### config.mk
export PLATFORM = sky130hd
export DESIGN_NAME = dcf77_frame_tx
export DESIGN_NICKNAME = d
export VERILOG_FILES = /design/src/rtl/dcf77_frame_tx.sv
export SDC_FILE = /design/constraint.sdc
export NUM_CORES = 1
export LEC_CHECK = 0
export ABC_CLOCK_PERIOD_IN_PS = 12160
export CAP_MARGIN = 20
export CORE_MARGIN = 2
export CORE_UTILIZATION = 54
export CTS_BUF_LIST = sky130_fd_sc_hd__clkbuf_4
export DETAILED_ROUTE_END_ITERATION = 8
export HOLD_SLACK_MARGIN = 0.12
export PLACE_DENSITY = 0.86
export SLEW_MARGIN = 30
export SYNTH_ARGS = -nofsm -noshare
export SYNTH_HDL_FRONTEND = slang
export SYNTH_SLANG_ARGS = --single-unit
### constraint.sdc
create_clock -name qzt_clk -period 12.16 [get_ports qzt_clk]
set_clock_uncertainty 0.1 [all_clocks]
set_input_delay 2.432 -clock qzt_clk [delete_from_list [all_inputs] [get_ports qzt_clk]]
set_output_delay 2.432 -clock qzt_clk [all_outputs]
set_load 0.02 [all_outputs]
### src/rtl/dcf77_frame_tx.sv
// DCF77 minute-frame transmitter: latches the time fields into a 59-bit frame and keys the carrier-reduction envelope.
// Latency: the frame latches on the edge after start; dcf_out is registered and tracks sec_cnt/ms_cnt with no extra delay.
// Backpressure: start is accepted in IDLE, or at the second-59 wrap for gapless frames; at any other time it is ignored.
module dcf77_frame_tx #(
    parameter int PULSE0_MS = 100,
    parameter int PULSE1_MS = 200,
    parameter int SEC_MS    = 1000
) (
    input  logic        qzt_clk,
    input  logic        GSR,
    input  logic        ms_tick,
    input  logic        start,
    input  logic [6:0]  minute,
    input  logic [5:0]  hour,
    input  logic [5:0]  day,
    input  logic [2:0]  wday,
    input  logic [4:0]  month,
    input  logic [7:0]  year,
    input  logic [4:0]  flags,
    output logic        dcf_out,
    output logic        busy,
    output logic [5:0]  sec_cnt,
    output logic [58:0] frame,
    output logic        frame_done
);

    localparam logic [9:0] MS_LAST = 10'(SEC_MS - 1);
    localparam logic [9:0] PW0     = 10'(PULSE0_MS);
    localparam logic [9:0] PW1     = 10'(PULSE1_MS);

    typedef enum logic {IDLE, SEND} state_t;

    state_t      state_q, state_d;
    logic [9:0]  ms_cnt_q, ms_cnt_d;
    logic [5:0]  sec_cnt_q, sec_cnt_d;
    logic [58:0] frame_q, frame_d, frame_new;
    logic        done_q, done_d;
    logic        dcf_q, dcf_d;
    logic        cur_bit;
    logic [9:0]  width;

    // Each parity bit makes its own group even, so bits 21-58 are even as a whole.
    always_comb begin
        frame_new = {^{day, wday, month, year}, year, month, wday, day,
                     ^hour, hour, ^minute, minute, 1'b1, flags, 15'd0};
    end

    always_comb begin
        state_d   = state_q;
        ms_cnt_d  = ms_cnt_q;
        sec_cnt_d = sec_cnt_q;
        frame_d   = frame_q;
        done_d    = 1'b0;
        case (state_q)
            IDLE: begin
                if (start) begin
                    frame_d   = frame_new;
                    ms_cnt_d  = '0;
                    sec_cnt_d = '0;
                    state_d   = SEND;
                end
            end
            SEND: begin
                if (ms_tick) begin
                    if (ms_cnt_q == MS_LAST) begin
                        ms_cnt_d = '0;
                        if (sec_cnt_q == 6'd59) begin
                            done_d    = 1'b1;
                            sec_cnt_d = '0;
                            if (start) begin
                                frame_d = frame_new;
                            end else begin
                                state_d = IDLE;
                            end
                        end else begin
                            sec_cnt_d = sec_cnt_q + 6'd1;
                        end
                    end else begin
                        ms_cnt_d = ms_cnt_q + 10'd1;
                    end
                end
            end
            default: state_d = IDLE;
        endcase

        // Envelope is decoded from next-state values so the register matches the current slot exactly.
        cur_bit = (sec_cnt_d <= 6'd58) ? frame_d[sec_cnt_d] : 1'b0;
        width   = cur_bit ? PW1 : PW0;
        dcf_d   = (state_d == SEND) && (sec_cnt_d <= 6'd58) && (ms_cnt_d < width);
    end

    always_ff @(posedge qzt_clk) begin
        if (GSR) begin
            state_q   <= IDLE;
            ms_cnt_q  <= '0;
            sec_cnt_q <= '0;
            frame_q   <= '0;
            done_q    <= 1'b0;
            dcf_q     <= 1'b0;
        end else begin
            state_q   <= state_d;
            ms_cnt_q  <= ms_cnt_d;
            sec_cnt_q <= sec_cnt_d;
            frame_q   <= frame_d;
            done_q    <= done_d;
            dcf_q     <= dcf_d;
        end
    end

    assign dcf_out    = dcf_q;
    assign busy       = (state_q == SEND);
    assign sec_cnt    = sec_cnt_q;
    assign frame      = frame_q;
    assign frame_done = done_q;

endmodule

[Yosys cells after proc, flatten, opt, wreduce, memory -nomap -nowiden]
Index checks and enable logic that the tools add are counted.
Storage, ports and cells
  register bits: 78
  bits of input ports: 44
  output and inout port bits: 68
  word-level logic and storage cells: 46
Cells by class
  add/sub/neg operators: 2
  magnitude comparators: 3
  equal/unequal tests: 2
  mux-type cells: 24
  bitwise operators: 3
  reductions and logical operators: 6
Operator list (number)
  2-to-1 mux 59 bit: 4
  one-hot mux 59 bit (2 select lines): 1
  2-to-1 mux 10 bit: 3
  2-to-1 mux 6 bit: 4
  XOR reduction 22 bit: 1
  one-hot mux 10 bit (2 select lines): 1
  one-hot mux 6 bit (2 select lines): 1
  adder 10 x 1 -> 10 bit (second input constant): 1
  equality test 10 bit (second input constant): 1
  < comparator 10 x 8 -> 1 bit: 1
  2-to-1 mux 8 bit: 1
  < comparator 6 x 7 -> 1 bit (second input constant): 1
  2-to-1 mux 1 bit: 7
  XOR reduction 7 bit: 1
  adder 6 x 1 -> 6 bit (second input constant): 1
  binary-select mux 1 bit (select 6 bit): 1
  equality test 6 bit (second input constant): 1
  <= comparator 6 bit (second input constant): 1
  XOR reduction 6 bit: 1
  OR reduction 4 bit: 1
  NOT 1 bit: 3
  logical AND 1 bit: 2
  one-hot mux 1 bit (2 select lines): 1

[Logic depth before layout (Yosys ltp)]
  word-level depth: 12
  gate-level depth with buffers: 19

[Worst setup path after synthesis]
No wires, ideal clock.
  kind: input to register
  from: in ms_tick
  to: reg dcf_q (netlist: dcf_out)
  setup time: 69 ps
  arrival time: 5858 ps
  required time: 11991 ps
  slack: 6133 ps
  stages on the path: 15
  buffers on the path: 1
  cells stage by stage: clkbuf_1 > nand4_1 > or4_4 > a21boi_1 > mux2_1 > mux4_2 > and3_1 > o31a_1 > o32a_1 > inv_1 > ha_1 > nor2b_1 > a221oi_1 > nand3_1 > o21ai_1
Between the ends
  longest elaborated chain between the ends: 8
  elaborated cells on any way between the ends: 16
Ends and longest elaborated chain
  start: declaration: line 11  | input logic ms_tick,
  2-to-1 mux 59 bit or 2-to-1 mux 6 bit (tied branches): line 64  | if (ms_tick) begin
  one-hot mux 59 bit (2 select lines) or one-hot mux 6 bit (2 select lines) (tied branches): line 54  | case (state_q)
  binary-select mux 1 bit (select 6 bit): line 87  | cur_bit = (sec_cnt_d <= 6'd58) ? frame_d[sec_cnt_d] : 1'b0;
  2-to-1 mux 1 bit (not written as such): line 87
  2-to-1 mux 1 bit: line 87
  2-to-1 mux 8 bit: line 88  | width = cur_bit ? PW1 : PW0;
  < comparator 10 x 8 -> 1 bit: line 89  | dcf_d = (state_d == SEND) && (sec_cnt_d <= 6'd58) && (ms_cnt_d < width);
  logical AND 1 bit (*): line 89
  end signal: assignment: line 99  | dcf_q <= 1'b0;
  end signal: assignment: line 106  | dcf_q <= dcf_d;
  end: declaration: line 38  | logic dcf_q, dcf_d;
Mark *: on every way between the ends. The rest lies on a longest branch, timed or not. The select of a mux whose other input is x is not followed.
A chain may end at the register's enable or synchronous reset.

[Worst setup path in the final report]
Same ends and word-level chain as after synthesis.

==> flow_summary.yaml <==
clock_network:
  post_cts_buffers: 0
  cts_buffer_depth: 2
  cts_resized: 0
  numCtsBuffers: 9
  clkTransAtPathRegs_ns: 0.14
  htreeDepth: 3
  hold_buffers: 0
  cts-root-buf: "clkbuf_4"
  cts_tree: "done"
  cts_sinks: 78
  clock_latency_ns: 0.44
power:
  p_leak_nw: 1.998
  power_frac_seq_pct: 46.6
  switching_power_uw: 160.6
  internal_power_uw: 429.2
  clkPwrFrac_pct: 34.0
  p_sw_share_pct: 27.23
  p_per_area_nw_per_um2: 108.5
  comb_power_share_pct: 19.4
  peakVddDrop_v: 0.00007903
yosys:
  async_reset_ff_share_pct: 0
  synthAdderAreaFrac_pct: 1.530
  synth-xor-area-share_pct: 7.069
  synth.cell_area_um2: 4089
  synth-edff-count: 0
  synth_ff_type: "dfxtp_1"
  ys_top_cells_by_area: "dfxtp_1 38%, mux2i_1 8.1%, nand2_1 7.1%, xnor2_1 6.0%, nor2_1 4.4%"
  syn_area_per_cell_um2: 8.431
  ys_warn_count: 0
  synth_top_family_by_area: "simple AND/OR/NAND/NOR gates"
  yosysMostFrequentCell: "dfxtp_1"
  ys_seq_area_share_pct: 38.19
  syn_inst: 485
  synth.distinct_cells: 58
  netlist_top_cells_count: "78 x dfxtp_1, 77 x nand2_1, 48 x nor2_1"
  synth-simple-area-share_pct: 23.23
  syn_nets: 534
  synth_mux_area_share_pct: 12.12
  synth_compound_area_share_pct: 13.95
  yosys_register_bits: 78
  synth_top_area_share_pct: 38.19
  synth_largest_area_cell: "dfxtp_1"
floorplan:
  die_w_um: 91.02
  rows: 31
  die-area_um2: 8284
  core_area_um2: 7292
  boundaryPins: 112
  start_util_pct: 56.07
  die_h_um: 91.02
cells_and_area:
  antennaDiodeCount: 0
  synthToLayoutAreaGrowth_pct: 32.89
  drive_gt1_share_pct: 5.631
  fin_nets: 630
  utilization_pct: 74.52
placed_design:
  pre_cts_ws_ns: 4.951
  numPortBuffers: 111
  place_hpwl_um: 8125
  gp_congestion: 0.8155
global_routing:
  grt_pass1_wl_um: 18680
  track_usage_pct: 27.51
  grt-ovfl-total: 0
  first_global_vias: 3943
  grt_max_degree: 64
  antenna_found_initial: 0
worst_hold_path:
  holdPathStages: 2
  hp-class: "reg2reg"
  hold_end: "frame[19]"
  hold_path.startpoint: "frame[19]"
routing:
  drt_first_pass_iters: 5
  wire_per_inst_um: 16.52
  ant_nets: 0
  highest_layer: "met4"
  drc: 0
  wl_met3_um: 907
  wl_met1_um: 4522
  via_count: 4010
  routed_wirelength_um: 11320
  drt_iter0_drc: 301
  viasPerCell: 5.854
  wl_met2_um: 5666
critical_path:
  cp-start-kind: "primary input"
  crit_arrival_ns: 7.09
  cp_max_fo: 48
  r2r_start: "ms_cnt_q[3]"
  r2r-end: "dcf_out"
  r2r_cells: 15
  end_kind: "flop"
  rrSetupSlack_ns: 7.05
  worstSetupPathType: "in2reg"
  required_ns: 12.43
timing:
  rsz0062_at_grt: "no"
  fin_crit_sh_pct: 56.06
  finalSetupTns_ns: 0
  period_needed_ns: 6.816
  setup_slack_ns: 5.344
  timing.fmax_mhz: 146.7
  slew_headroom_pct: 36.44
  setup_viol: 0
  hold_viol_final: 0
  maxSlewViolCount: 0
  tightest_slew_ns: 0.9453
outcome:
  status: "completed"
run:
  max-cap-violations: 0
## placed cells by master (no fill, tap or decap), types with 10 or more instances in the layout
| master | instances |
|---|---|
| clkdlybuf4s50_1 | 110 |
| dfxtp_1 | 78 |
| nand2_1 | 77 |
| nor2_1 | 48 |
| mux2i_1 | 32 |
| a21oi_1 | 29 |
| xnor2_1 | 28 |
| and2_1 | 18 |
| nor2b_1 | 15 |
| o21ai_0 | 12 |
| nand3_1 | 10 |
## sequential cells by signal, indices dropped and copies added (netlist names)
name	flops
ms_cnt_q	10
sec_cnt	6
frame_done	1
dcf_out	1
busy	1
frame	59
## power by group through the flow
stage / combinational [mW] / clock [mW] / sequential (mW)
2_1_floorplan: 0.0562 / 0 / 0.290
3_3_place_gp: 0.112 / 0 / 0.280
3_5_place_dp: 0.114 / 0 / 0.280
4_1_cts: 0.114 / 0.202 / 0.275
5_1_grt: 0.124 / 0.214 / 0.276
6_report: 0.115 / 0.200 / 0.275
## layout make-up
type | count | area (µm²)
tap | 99 | 123.9
inverter | 5 | 18.77
clock inverter | 7 | 120.1
clock buffer | 9 | 67.56
multi-input combinational | 371 | 2391
timing repair buffer | 116 | 1151
sequential | 78 | 1562
fill | 562 | 1858
## kinds of logic (layout without fill, tap and decap cells)
family	Yosys count	after routing
AO/OA/AOI/OAI	87	87
adder cells (fa/ha/maj)	5	5
buffers and inverters	36	137
XOR/XNOR	33	33
AND/OR/NAND/NOR	201	201
multiplexers	45	45
flip-flops	78	78
## stage by stage
step	power (mW)	std cells	hold WS [ns]	area (µm²)
finish	0.5898	685	0.3881	5434
global route	0.6135	685	0.4139	5434
CTS	0.5911	684	0.3844	5419
detailed placement	0.3939	668	0.3660	5231
global placement	0.3921	668	0.3599	5231
floorplan	0.3459	485	0.4203	4089
## per-layer routing
| metal | global-route usage, % | vias up |
|---|---|---|
| met4 | 8.460 | 0 |
| met1 | 34.08 | 1889 |
| met2 | 46.48 | 209 |
| met5 | 0 | - |
| li1 | - | 1888 |
| met3 | 7.635 | 24 |
## how the worst max path moves through the flow
stage	startpoint	to	slack [ns]
floorplan	ms_tick	dcf_out	6.13
global placement	ms_tick	dcf_out	5.20
detailed placement	ms_tick	dcf_out	4.95
CTS	ms_tick	dcf_out	5.39
global route	ms_tick	dcf_out	5.21
finish	ms_tick	dcf_out	5.34
## critical path, cell delays in order
cell	delay, ns
clkdlybuf4s50_1	0.61
nand4_1	0.14
or4_4	0.49
a21boi_4	0.16
buf_4	0.47
mux2_1	0.38
mux4_2	0.44
and3_1	0.19
o31a_1	0.26
o32a_1	0.33
inv_1	0.10
ha_1	0.22
nor2b_1	0.14
a221oi_1	0.36
o21ai_0	0.21
o21ai_1	0.13
No activity file was read; power rests on OpenSTA's default activity.
